==> src/rtl/flush_writer_framer_pkg.sv <==
// flush_writer_framer_pkg: header layout and FSM state encoding shared by the framer.
package flush_writer_framer_pkg;
    localparam int HDR_BYTES = 8;
    localparam int LEN_OFF = 0;
    localparam int OPC_OFF = 4;
    typedef logic [2:0] state_t;
    localparam state_t S_STARTUP = 3'd0;
    localparam state_t S_ACCUM = 3'd1;
    localparam state_t S_HDR = 3'd2;
    localparam state_t S_DATA = 3'd3;
    localparam state_t S_FLUSH = 3'd4;
    localparam state_t S_CLOSE = 3'd5;
    localparam state_t S_DONE = 3'd6;
endpackage

==> src/rtl/flush_framer_buf.sv <==
// flush_framer_buf: simple dual-port message buffer with a registered 1-cycle read.
module flush_framer_buf #(
    parameter int W = 32,
    parameter int DEPTH = 1024,
    parameter int AW = 10
) (
    input logic clk,
    input logic we,
    input logic [AW-1:0] wa,
    input logic [W-1:0] wd,
    input logic [AW-1:0] ra,
    output logic [W-1:0] q
);
    logic [W-1:0] mem [DEPTH];
    always_ff @(posedge clk) begin
        if (we) mem[wa] <= wd;
        q <= mem[ra];
    end
endmodule

==> src/rtl/flush_writer_framer.sv <==
// flush_writer_framer: turns a som/eom/eof message stream into flush-writer sink strobes,
// either raw pass-through or as length/opcode header followed by the buffered payload.
module flush_writer_framer
    import flush_writer_framer_pkg::*;
#(
    parameter int NBYTES = 4,
    parameter int MESSAGES_IN_FILE = 0,
    parameter int MAX_WORDS = 1024,
    parameter int AW = $clog2(MAX_WORDS)
) (
    input logic clk,
    input logic reset,
    input logic [NBYTES*8-1:0] in_data,
    input logic in_valid,
    input logic in_eom,
    input logic [7:0] in_opcode,
    input logic in_eof,
    output logic in_ready,
    output logic out_valid,
    output logic [NBYTES*8-1:0] out_data,
    output logic out_flush,
    output logic out_close,
    output logic overflow
);
    localparam int W = NBYTES * 8;
    localparam logic [AW:0] FULL = (AW+1)'(MAX_WORDS);
    localparam logic [2:0] HLAST = 3'(HDR_BYTES / NBYTES - 1);

    state_t state;
    logic [AW:0] wr_ptr, rd_ptr;
    logic [31:0] count;
    logic [7:0] opcode;
    logic [2:0] hidx;
    logic msg_open, eof_pend, cph, wv, rv, term;
    logic [W-1:0] wd, q;
    logic [63:0] hdr;

    assign in_ready = state == S_ACCUM;
    // eof with data since the last eom closes that message as though eom arrived
    assign term = in_eom | (in_eof & (msg_open | in_valid));
    assign out_valid = wv | rv;
    assign out_data = rv ? q : wd;

    always_comb begin
        hdr = '0;
        hdr[LEN_OFF*8 +: 32] = count;
        hdr[OPC_OFF*8 +: 8] = opcode;
    end

    always_ff @(posedge clk) begin
        if (reset) begin
            state <= S_STARTUP;
            wr_ptr <= '0;
            rd_ptr <= '0;
            count <= '0;
            opcode <= '0;
            hidx <= '0;
            msg_open <= 1'b0;
            eof_pend <= 1'b0;
            cph <= 1'b0;
            wv <= 1'b0;
            rv <= 1'b0;
            wd <= '0;
            out_flush <= 1'b0;
            out_close <= 1'b0;
            overflow <= 1'b0;
        end else begin
            wv <= 1'b0;
            rv <= 1'b0;
            out_flush <= 1'b0;
            out_close <= 1'b0;
            case (state)
                S_STARTUP: state <= S_ACCUM;
                S_ACCUM: begin
                    if ((in_valid || in_eom) && !msg_open) opcode <= in_opcode;
                    if (in_valid) begin
                        if (MESSAGES_IN_FILE == 0) begin
                            wv <= 1'b1;
                            wd <= in_data;
                        end else if (wr_ptr == FULL) overflow <= 1'b1;
                        else begin
                            wr_ptr <= wr_ptr + 1'b1;
                            count <= count + 32'(NBYTES);
                        end
                    end
                    msg_open <= !term && (msg_open || in_valid);
                    eof_pend <= in_eof;
                    hidx <= '0;
                    rd_ptr <= '0;
                    if (term) state <= MESSAGES_IN_FILE != 0 ? S_HDR : S_FLUSH;
                    else if (in_eof) state <= S_CLOSE;
                end
                S_HDR: begin
                    wv <= 1'b1;
                    wd <= W'(hdr >> (32'(hidx) * W));
                    hidx <= hidx + 1'b1;
                    if (hidx == HLAST) state <= wr_ptr != '0 ? S_DATA : S_FLUSH;
                end
                // read issued here lands on out_data next cycle, right behind the header
                S_DATA: begin
                    rv <= 1'b1;
                    rd_ptr <= rd_ptr + 1'b1;
                    if (rd_ptr == wr_ptr - 1'b1) state <= S_FLUSH;
                end
                S_FLUSH: begin
                    out_flush <= 1'b1;
                    wr_ptr <= '0;
                    count <= '0;
                    state <= eof_pend ? S_CLOSE : S_ACCUM;
                end
                S_CLOSE: begin
                    out_flush <= !cph;
                    out_close <= cph;
                    cph <= 1'b1;
                    if (cph) state <= S_DONE;
                end
                default: ;
            endcase
        end
    end

    if (MESSAGES_IN_FILE != 0) begin : g_buf
        flush_framer_buf #(.W(W), .DEPTH(MAX_WORDS), .AW(AW)) u_buf (
            .clk(clk),
            .we(in_ready && in_valid && wr_ptr != FULL),
            .wa(wr_ptr[AW-1:0]),
            .wd(in_data),
            .ra(rd_ptr[AW-1:0]),
            .q(q)
        );
    end else begin : g_nobuf
        assign q = '0;
    end
endmodule

==> config.mk <==
export PLATFORM = sky130hd
export DESIGN_NAME = flush_writer_framer
export DESIGN_NICKNAME = d
export VERILOG_FILES = /design/src/rtl/flush_writer_framer_pkg.sv /design/src/rtl/flush_framer_buf.sv /design/src/rtl/flush_writer_framer.sv
export SDC_FILE = /design/constraint.sdc
export NUM_CORES = 1
export LEC_CHECK = 0
export ABC_AREA = 1
export CAP_MARGIN = 20
export CORE_UTILIZATION = 48
export DETAILED_ROUTE_END_ITERATION = 8
export GPL_TIMING_DRIVEN = 0
export PLACE_DENSITY = 0.77
export SLEW_MARGIN = 20
export SYNTH_ARGS = -nofsm -noshare
export SYNTH_HDL_FRONTEND = slang
export SYNTH_SLANG_ARGS = --single-unit
export TNS_END_PERCENT = 20
==> constraint.sdc <==
create_clock -name clk -period 1.6 [get_ports clk]
set_clock_uncertainty 0.05 [all_clocks]
set_input_delay 0.32 -clock clk [delete_from_list [all_inputs] [get_ports clk]]
set_output_delay 0.32 -clock clk [all_outputs]
set_load 0.01 [all_outputs]
==> results of run 1 <==
==> worst max-delay path by stage <==
stage,endpoint,from,slack (ns),cells after the start
after floorplan,state[0],rd_ptr[0],0.21,10
after global placement,out_data[30],rv,-0.28,4
after detailed placement,out_data[30],rv,-0.29,4
after CTS,in_ready,state[0],-0.10,4
after global routing,wd[19],state[0],-0.02,11
final,wd[15],state[1],0.06,8
==> timing repair <==
item | 4_1_cts | 5_1_grt
buffers inserted | 1 | 3
endpoints found under the setup margin | 40 | 67
pin swaps | 0 | 4
resized for setup | 100 | 45
hold buffers | 0 | 0
==> worst reg2reg max path: stages (launching register included) <==
cell	delay, ns
sky130_fd_sc_hd__dfxtp_4	0.39
sky130_fd_sc_hd__inv_2	0.06
sky130_fd_sc_hd__buf_4	0.15
sky130_fd_sc_hd__nor2_4	0.12
sky130_fd_sc_hd__nand2_2	0.10
sky130_fd_sc_hd__buf_6	0.17
sky130_fd_sc_hd__buf_2	0.19
sky130_fd_sc_hd__nand3_1	0.10
sky130_fd_sc_hd__o31ai_1	0.08
==> cells in the mapped netlist (all sizes together) <==
cell	n	area [um2]
or2	1	6.26
o21a	1	7.51
o22ai	2	12.5
o21ai	25	125
a31oi	8	50.1
nor3	3	15.0
clkbuf	9	33.8
buf	14	97.6
nand2	60	258
inv	54	203
clkinv	2	12.5
ha	3	37.5
nand3	32	218
a211oi	2	20.0
a2111oi	1	8.76
o211ai	1	7.51
o31ai	24	180
nor2	78	325
dfxtp	64	1280
conb	1	3.75
a21oi	16	80.1
nand4	10	62.6
==> logic make-up after synthesis <==
group / Yosys count / share of synthesized area (%)
simple gates: 184 / 29.0
compound gates: 80 / 16.1
buf+inv: 79 / 11.4
flops: 64 / 42.1
fa+ha+maj: 3 / 1.23
other cells: 1 / 0.123
==> power groups by stage <==
| stage | registers (mW) | logic, mW | clock network [mW] |
|---|---|---|---|
| after floorplan | 2.16 | 1.44 | 0 |
| after global placement | 2.18 | 2.33 | 0 |
| after detailed placement | 2.20 | 2.37 | 0 |
| after CTS | 2.17 | 2.25 | 1.62 |
| after global routing | 2.22 | 2.54 | 1.70 |
| final | 2.18 | 2.25 | 1.61 |
==> final cells by class <==
cell class	count	area share [%]
Multi-Input combinational cell	268	35.2
Sequential cell	64	31.3
Timing Repair Buffer	83	16.2
Inverter	56	5.27
Clock buffer	14	4.18
Buffer	22	4.09
Tap cell	75	2.27
Clock inverter	2	1.45
==> flip-flops by register name, summed over array words and instances, names as in the netlist, 3 cells and up <==
register  flops
opcode        8
rd_ptr       11
state         3
hidx          3
wd           32
==> per-layer routing <==
metal,track usage (%),vias up,wire [um]
met2,41.3,86,3550
met5,0,-,0
met3,5.67,16,469
met1,30.8,1400,3570
met4,11.4,0,153
li1,-,1527,-
==> through the flow <==
stage / instance area [um2] / std cells / setup TNS (ns) / power (mW)
2_1_floorplan: 3050 / 411 / 0 / 3.60
3_3_place_gp: 3930 / 565 / -9.23 / 4.52
3_5_place_dp: 3930 / 565 / -10.15 / 4.57
4_1_cts: 4190 / 581 / -0.102 / 6.05
5_1_grt: 4130 / 584 / -0.0887 / 6.47
6_report: 4130 / 584 / 0 / 6.04
==> summary by stage, run 1 <==
Placement
After legalization and detailed placement, the total HPWL measured approximately 5400 um. Routability-driven placement finished with a final weighted congestion of 0.871. The worst slack at placement is -0.292 ns. The number of input and output port buffers inserted is 79.

Drt
The total iterations of the first detailed-routing run is 4. For this block, the routed nets add up to slightly below 8000 um of wire. In the routed layout, each cell is associated on average with a via count of just over 5. In the final routed layout, each cell accounts on average for between 10 and 15 um.

The detailed router's first-iteration violation count is 107. Across all layers, the routed design uses between 3000 and 4000 vias. The number of nets with antenna violations after routing is 0.

The detailed-route DRC error count is 0.

Hold path
The worst hold path terminates at rv. The worst hold path passes through 2 cells. In this run the worst hold path is classified as input port to flop.

In this run the most critical hold path is launched from reset.

CTS
The total CTS buffers is 9. The clock passes through at most 2 buffers. Clock tree synthesis found a total of 64 sinks.

TritonCTS built the clock tree. Clock latency on the worst-skew pair, taken at its later pin, is 0.34 ns. The tree is rooted in a sky130_fd_sc_hd__clkbuf_8. The depth of the CTS H-tree is 3.

After clock tree synthesis, the clock-pin slew on the worst setup and hold paths is about 0.070 ns.

Global routing
The wire length of the first global-routing pass is about 13000 um. Entering global routing, the biggest net connects 11 pins. The number of antenna violations at the first check in global routing is 0. The overall fraction of global-route tracks in use is 24.9%.

Global routing finished with a remaining overflow of 0. The number of global-route vias before repair is between 2000 and 3000.

Floorplanning
82 I/O pins were placed. The floorplan core area is 6030 um2. The initial utilization of the core area, before any placement, comes to about half. The height of the die is 81.7 um. The placement row count is 28. The area of the die is 6670 um2. The floorplan step set the die width to 81.7 um.

Power and ir drop
The proportion of total power due to net switching is between 30% and 40%. The clock network power share is between 20% and 30%. The power share of the combinational group is 37.3%. The net switching power of the design is 2.13 mW. The maximum VDD drop is 0.797 mV. The power density over the cells is 1460 nW/um2. Per report_power, the sequential group accounts for 36.2% of the total. The internal cell power is roughly 4 mW. Summed over all cells, the static leakage comes to 1.75 nW.

Critical path
STA classifies the critical path endpoint as a flop. The signal on the critical path passes through inv_2 > buf_4 > nor2_4 > nand2_2 > buf_6 > buf_2 > nand3_1 > o31ai_1. The endpoint identified for the worst register-to-register timing path is wd[15]. The slowest stage of the critical path belongs to the cell sky130_fd_sc_hd__dfxtp_4. The critical path class is flop to flop. For the worst setup path, the data required time is 1.75 ns. The arrival time at the worst endpoint is 1.69 ns. In this design, the stage delay of the slowest critical-path cell is 0.39 ns. Of all nets on the critical path, the largest fanout is 10. The worst register-to-register path has a depth of 8. The number of buffers and inverters on the critical path is 4. The kind of cell adding the most delay to the critical path is buffers and inverters. The launching point of the worst reg2reg path is state[1]. Across all register-to-register paths, the minimum setup slack is 0.06 ns. STA classifies the critical path startpoint as a flop.

Layout
The commonest non-fill, non-tap cell in the layout is sky130_fd_sc_hd__nor2_1. The final core utilization is 68.5%. The number of antenna repair diodes is 0. The layout overhead on the synthesized area is 35.6%. Fill cells in the final layout number between 400 and 500. The multi-input combinational cells in the finished layout cover a total of approximately 1500 um2. The fraction of layout cells with a size suffix above 1 is 21.8%.

The top cell types in the final layout, fill and taps aside, are sky130_fd_sc_hd__nor2_1 (71), sky130_fd_sc_hd__dfxtp_1 (60), sky130_fd_sc_hd__nand2_1 (49). The final layout contains 552 nets. The sequential cells in the finished layout cover a total of 1290 um2.

Yosys
The post-synthesis net count is between 400 and 500. The count of cell types in the netlist is 35. The share of the yosys chip area belonging to registers is about 42%. The total of flip-flops plus latches after synthesis is 64.

The synthesized area divided by synthesized cell count is 7.41 um2. The post-synthesis cell area is slightly above 3000 um2. The number of warnings reported in the yosys synthesis log is 0.

Synthesis produced a netlist whose cell count is 411.

STA
The final hold violation count is 0. Measured against its own limit, the worst slew margin works out to roughly three fifths. The highest attainable clock frequency is around 650 MHz. Across all setup checks in the final design, the least slack found is 0.0581 ns. On the final layout, the worst hold slack is 0.406 ns. After layout, the worst path uses 96.4% of the clock period.

The final-report setup violation count is 0. The number of max-slew violations in the final report is 0. For the pin with the worst max-slew slack, the measured transition is about 0.6 ns. The minimum clock period after layout is 1.54 ns.

Setup repair after global routing could not meet its margin everywhere.

Job
The max-cap check violation count is 0.

Status
The run finished with clean final reports.
No activity file was read; power rests on OpenSTA's default activity.
==> inputs of run 2 (changes only) <==
- CAP_MARGIN: 20 -> not set
- SYNTH_HIERARCHICAL: not set -> 1
==> results of run 2 <==
Final layout, timing and power as in run 1 (identical DEF).
Main changes from that run: Yosys warning count 0 -> 6
